File: src/rtl/port_uart_tx.sv
// Port-0 serial transmitter: a small byte FIFO feeding an 8N1 frame generator,
// with a pollable status byte {busy, full, empty, ovr, count[3:0]}.
module port_uart_tx #(
    parameter int CLK_DIV    = 16,
    parameter int FIFO_DEPTH = 4
) (
    input  logic       clk,
    input  logic       reset,
    input  logic       wr_en,
    input  logic [7:0] wr_data,
    input  logic       ovr_clr,
    output logic       tx,
    output logic [7:0] status
);
    localparam int BW = $clog2(CLK_DIV);
    localparam int PW = $clog2(FIFO_DEPTH);
    localparam logic [BW-1:0] BAUD_LAST = BW'(CLK_DIV - 1);
    localparam logic [3:0]    DEPTH_CNT = 4'(FIFO_DEPTH);

    typedef enum logic [1:0] {IDLE, START, DATA, STOP} state_t;

    state_t        state_q, state_d;
    logic [BW-1:0] bcnt_q, bcnt_d;
    logic [2:0]    bit_q, bit_d;
    logic [7:0]    sh_q, sh_d;
    logic          tx_q, tx_d;
    logic [3:0]    count_q, count_d;
    logic          ovr_q, ovr_d;
    logic [PW-1:0] wptr_q, rptr_q;
    logic [7:0]    mem_q [FIFO_DEPTH];
    logic          wrAccept, pop, notEmpty;

    assign notEmpty = (count_q != 4'd0);
    assign wrAccept = wr_en && (count_q < DEPTH_CNT);

    // Frame generator; tx_d is the line level for the coming cycle, so the
    // start bit appears on the same edge that pops the byte.
    always_comb begin
        state_d = state_q;
        bcnt_d  = bcnt_q;
        bit_d   = bit_q;
        sh_d    = sh_q;
        tx_d    = tx_q;
        pop     = 1'b0;
        case (state_q)
            IDLE: begin
                tx_d = 1'b1;
                if (notEmpty) begin
                    pop     = 1'b1;
                    sh_d    = mem_q[rptr_q];
                    state_d = START;
                    bcnt_d  = BAUD_LAST;
                    tx_d    = 1'b0;
                end
            end
            START: begin
                if (bcnt_q == '0) begin
                    state_d = DATA;
                    bit_d   = 3'd0;
                    bcnt_d  = BAUD_LAST;
                    tx_d    = sh_q[0];
                end else begin
                    bcnt_d = bcnt_q - BW'(1);
                end
            end
            DATA: begin
                if (bcnt_q == '0) begin
                    bcnt_d = BAUD_LAST;
                    if (bit_q == 3'd7) begin
                        state_d = STOP;
                        tx_d    = 1'b1;
                    end else begin
                        bit_d = bit_q + 3'd1;
                        tx_d  = sh_q[bit_q + 3'd1];
                    end
                end else begin
                    bcnt_d = bcnt_q - BW'(1);
                end
            end
            STOP: begin
                if (bcnt_q == '0) begin
                    if (notEmpty) begin
                        pop     = 1'b1;
                        sh_d    = mem_q[rptr_q];
                        state_d = START;
                        bcnt_d  = BAUD_LAST;
                        tx_d    = 1'b0;
                    end else begin
                        state_d = IDLE;
                        tx_d    = 1'b1;
                    end
                end else begin
                    bcnt_d = bcnt_q - BW'(1);
                end
            end
            default: begin
                state_d = IDLE;
                tx_d    = 1'b1;
            end
        endcase
    end

    // Occupancy and sticky overrun; a dropped write outranks a clear.
    always_comb begin
        count_d = count_q;
        if (wrAccept && !pop) begin
            count_d = count_q + 4'd1;
        end else if (!wrAccept && pop) begin
            count_d = count_q - 4'd1;
        end
        ovr_d = ovr_q;
        if (wr_en && !wrAccept) begin
            ovr_d = 1'b1;
        end else if (ovr_clr) begin
            ovr_d = 1'b0;
        end
    end

    always_ff @(posedge clk or negedge reset) begin
        if (!reset) begin
            state_q <= IDLE;
            bcnt_q  <= '0;
            bit_q   <= 3'd0;
            sh_q    <= 8'd0;
            tx_q    <= 1'b1;
            count_q <= 4'd0;
            ovr_q   <= 1'b0;
            wptr_q  <= '0;
            rptr_q  <= '0;
        end else begin
            state_q <= state_d;
            bcnt_q  <= bcnt_d;
            bit_q   <= bit_d;
            sh_q    <= sh_d;
            tx_q    <= tx_d;
            count_q <= count_d;
            ovr_q   <= ovr_d;
            if (wrAccept) wptr_q <= wptr_q + PW'(1);
            if (pop)      rptr_q <= rptr_q + PW'(1);
        end
    end

    // Storage needs no reset: resetting the pointers and count flushes it.
    always_ff @(posedge clk) begin
        if (wrAccept) mem_q[wptr_q] <= wr_data;
    end

    assign tx     = tx_q;
    assign status = {(state_q != IDLE), (count_q == DEPTH_CNT), (count_q == 4'd0), ovr_q, count_q};

endmodule
File: config.mk
export PLATFORM = sky130hd
export DESIGN_NAME = port_uart_tx
export DESIGN_NICKNAME = d
export VERILOG_FILES = /design/src/rtl/port_uart_tx.sv
export SDC_FILE = /design/constraint.sdc
export NUM_CORES = 1
export LEC_CHECK = 0
export ABC_AREA = 1
export CAP_MARGIN = 20
export CORE_ASPECT_RATIO = 0.8
export CORE_MARGIN = 5
export CORE_UTILIZATION = 58
export CTS_CLUSTER_SIZE = 25
export DETAILED_ROUTE_END_ITERATION = 16
export PLACE_DENSITY = 0.79
export SETUP_SLACK_MARGIN = 0.3
export SLEW_MARGIN = 20
export SYNTH_ARGS = -nofsm -noshare
export SYNTH_HDL_FRONTEND = slang
export SYNTH_SLANG_ARGS = --single-unit
File: constraint.sdc
create_clock -name clk -period 2.9 [get_ports clk]
set_input_delay 0.435 -clock clk [delete_from_list [all_inputs] [get_ports clk]]
set_output_delay 0.435 -clock clk [all_outputs]
set_load 0.01 [all_outputs]
==> impl_metrics.ini <==
[global_routing]
first_global_vias = 1842
grt_max_degree = 28
grt_first_pass_wirelength_mm = 8.59
track_usage = 0.181
grt_antenna_before_repair = 0
grt-ovfl-total = 0

[detailed_routing]
drt-met1-wl_mm = 2.39
route.met2.wl_mm = 2.40
detail_route.wirelength_mm = 5.28
first_pass_iters = 4
dr_wl_met3_microns = 436
routed.top_layer = met4
wire_per_inst_microns = 14.2
final_antenna_net_count = 0
avgViaCountPerCell = 5.26
route.detailed.drc = 0
dr_total_vias = 1956
first_iter_violations = 131

[place]
finalWeightedCongestion = 0.873
buffers_on_ports = 20
dp_hpwl_mm = 3.65

[logic_synthesis]
post_synth_inst_count = 276
synth_largest_type_area_fraction = 0.340
post-synth-top-area-cell = edfxtp_1
synth_edf_count = 32
synthArstFlopShare = 0.458
synth_area_per_cell_sq_um = 10.3
post_synthesis_sequential_area_ratio = 0.579
yosys_register_bits = 59
yosysMostFrequentCell = nor2_1
synth.cell_area_sq_mm = 0.00283
yosys_most_used_dff = edfxtp_1
synth_cell_type_count = 31
synth.area.top_cells = edfxtp_1, dfrtp_1, ha_1, nor2_1, o21ai_0
syn-num-nets = 305
post_synth_most_frequent_cells = nor2_1, nand2_1, edfxtp_1
synthesis.yosys.warnings = 0

[clocking]
cts_num_sinks = 59
clkTransAtPathRegs_ns = 0.07
hold_buffer_count_at_cts = 0
cts.htree.levels = 3
tritoncts = built
clk_latency_ns = 0.33
clockRootBuffer = clkbuf_8
clockBufferDepth = 2
cts_buffers = 9

[setup_path]
worst_setup_ep = count_q[3]
timing.reg2reg.setup_slack_ns = 0.47
timing.critical_path.cells = inv_1, ha_2, nand2_4, nor2_4, inv_2, o21ai_2, nand2_2, ha_1, inv_2, ha_1, a21oi_1, nand2_1, a21oi_1, o21ai_0, xnor2_1
critical_path.n_buffers_inverters = 3
worstReg2RegStart = bcnt_q[1]
cp-startpoint = bcnt_q[1]
timing.critical_path.max_delay_family = adder cells
cpMaxStageDelayCell = dfrtp_1
worst_path_largest_cell_delay_ns = 0.36
critical_path_peak_fanout = 5
cp_num_cells = 15
critical_path.reg2reg.endpoint = count_q[3]
startpoint_type = flip-flop
critPathKind = reg -> reg
timing.critical_path.required_ns = 3.12
cp-end-kind = flip-flop
arrival_ns = 2.65
ff2ff_path_depth = 15

[power_and_ir_drop]
power.density_mw_per_mm2 = 500
totalPowerFinal_mw = 1.66
power.static_leakage_nw = 1.40
ir_worst_vdd_mv = 0.473

[flow_run]
cap_violations = 0

[sta]
finClkSkew_ns = 0.00500
finalCriticalPeriod_ns = 2.43
timing_hold_violations_final = 0
timing.final.setup_violations = 0
layout_worst_path_cycle_share = 0.838
slew_headroom = 0.601
max_freq_mhz = 412
fin_tns_setup_ns = 0
maxSlewViolCount = 0
grt_setup_unrepaired = false
worst-slew-pin-transition_ns = 0.598

[finish]
post_route_cells_drive_above_1_share = 0.131
final_nets = 336
insertedDiodeCount = 0
flow.area_growth_from_synthesis_pct = 17.1

[status]
outcome = finished, final reports clean

[floorplanning]
std_cell_rows = 22
initial_utilization = 0.608
dieWidth_microns = 88.1
die_height_microns = 72.5
fp.coreArea_sq_mm = 0.00465
dieArea_sq_mm = 0.00639
design.portCount = 21

[min_path]
worstHoldPathType = in -> async
==> where the power goes <==
group | total [mW] | internal, mW | switching, mW
combinational | 0.0303 | 0.0160 | 0.0144
clock | 0.742 | 0.405 | 0.337
sequential | 0.886 | 0.886 | 0.000443
==> per-layer routing <==
layer,up-vias,track usage
li1,989,-
met1,902,0.250
met2,59,0.270
met3,6,0.0760
met4,0,0.0419
met5,-,0
==> kinds of logic (layout without fill, tap and decap cells) <==
logic type	Yosys count	after routing	synth area share
mux	1	1	0.00398
flops	59	59	0.579
xor+xnor	5	5	0.0155
compound gates	55	55	0.110
simple gates	104	104	0.162
buf+inv	35	71	0.0522
fa+ha+maj	17	17	0.0778
==> cells in the final DEF (no fill, tap or decap), types with 2 or more instances in the layout <==
master,n
nand2_1,34
nand2_4,2
ha_1,15
buf_4,6
inv_2,6
o211ai_1,2
xor2_1,2
edfxtp_1,32
a31oi_1,9
nor2_1,51
o21ai_0,29
clkbuf_8,9
nor2_4,2
nor2_2,3
dfrtp_1,26
inv_1,23
nand3_1,10
o21ai_1,2
xnor2_1,3
clkdlybuf4s50_1,20
inv_6,2
clkinv_4,2
a21oi_1,9
==> cell type report <==
class | instances | area, sq um
clock inverters | 6 | 72.6
well taps | 60 | 75.1
inverters | 29 | 109
repair buffers | 26 | 245
multi-input cells | 182 | 1050
flip-flops and latches | 59 | 1640
clock buffers | 10 | 128
fillers | 304 | 1340
==> repair_timing <==
item,in CTS,in global routing
setup endpoints to repair,0,1
buffers inserted,0,1
gates resized for setup,0,4
==> through the flow <==
| stage | utilization | hold WS [ns] | std cells | setup slack, ns | instance area (sq um) |
|---|---|---|---|---|---|
| 3_3_place_gp | 0.667 | 0.454 | 355 | 0.508 | 3100 |
| 2_1_floorplan | - | 0.139 | 276 | 0.621 | 2830 |
| 5_1_grt | 0.712 | 0.482 | 372 | 0.303 | 3310 |
| 3_5_place_dp | 0.667 | 0.462 | 355 | 0.436 | 3100 |
| 4_1_cts | 0.710 | 0.470 | 371 | 0.361 | 3300 |
| 6_report | 0.712 | 0.469 | 372 | 0.471 | 3310 |
==> state kept, by name, indices dropped and copies added (netlist names) <==
register / count
mem_q: 32
sh_q: 8
bcnt_q: 4
count_q: 4
bit_q: 3
rptr_q: 2
state_q: 2
wptr_q: 2
ovr_q: 1
tx: 1
==> worst min-delay path by stage <==
stage                      from          to  slack, ns  cells past startpoint
after floorplan           reset   bcnt_q[0]       0.14                      0
after global placement       tx          tx       0.45                      2
after detailed placement     tx          tx       0.46                      2
after CTS                 reset  count_q[0]       0.47                      2
after global routing      reset  count_q[0]       0.48                      2
final                     reset  count_q[0]       0.47                      2
(Power assumes the default switching activity.)
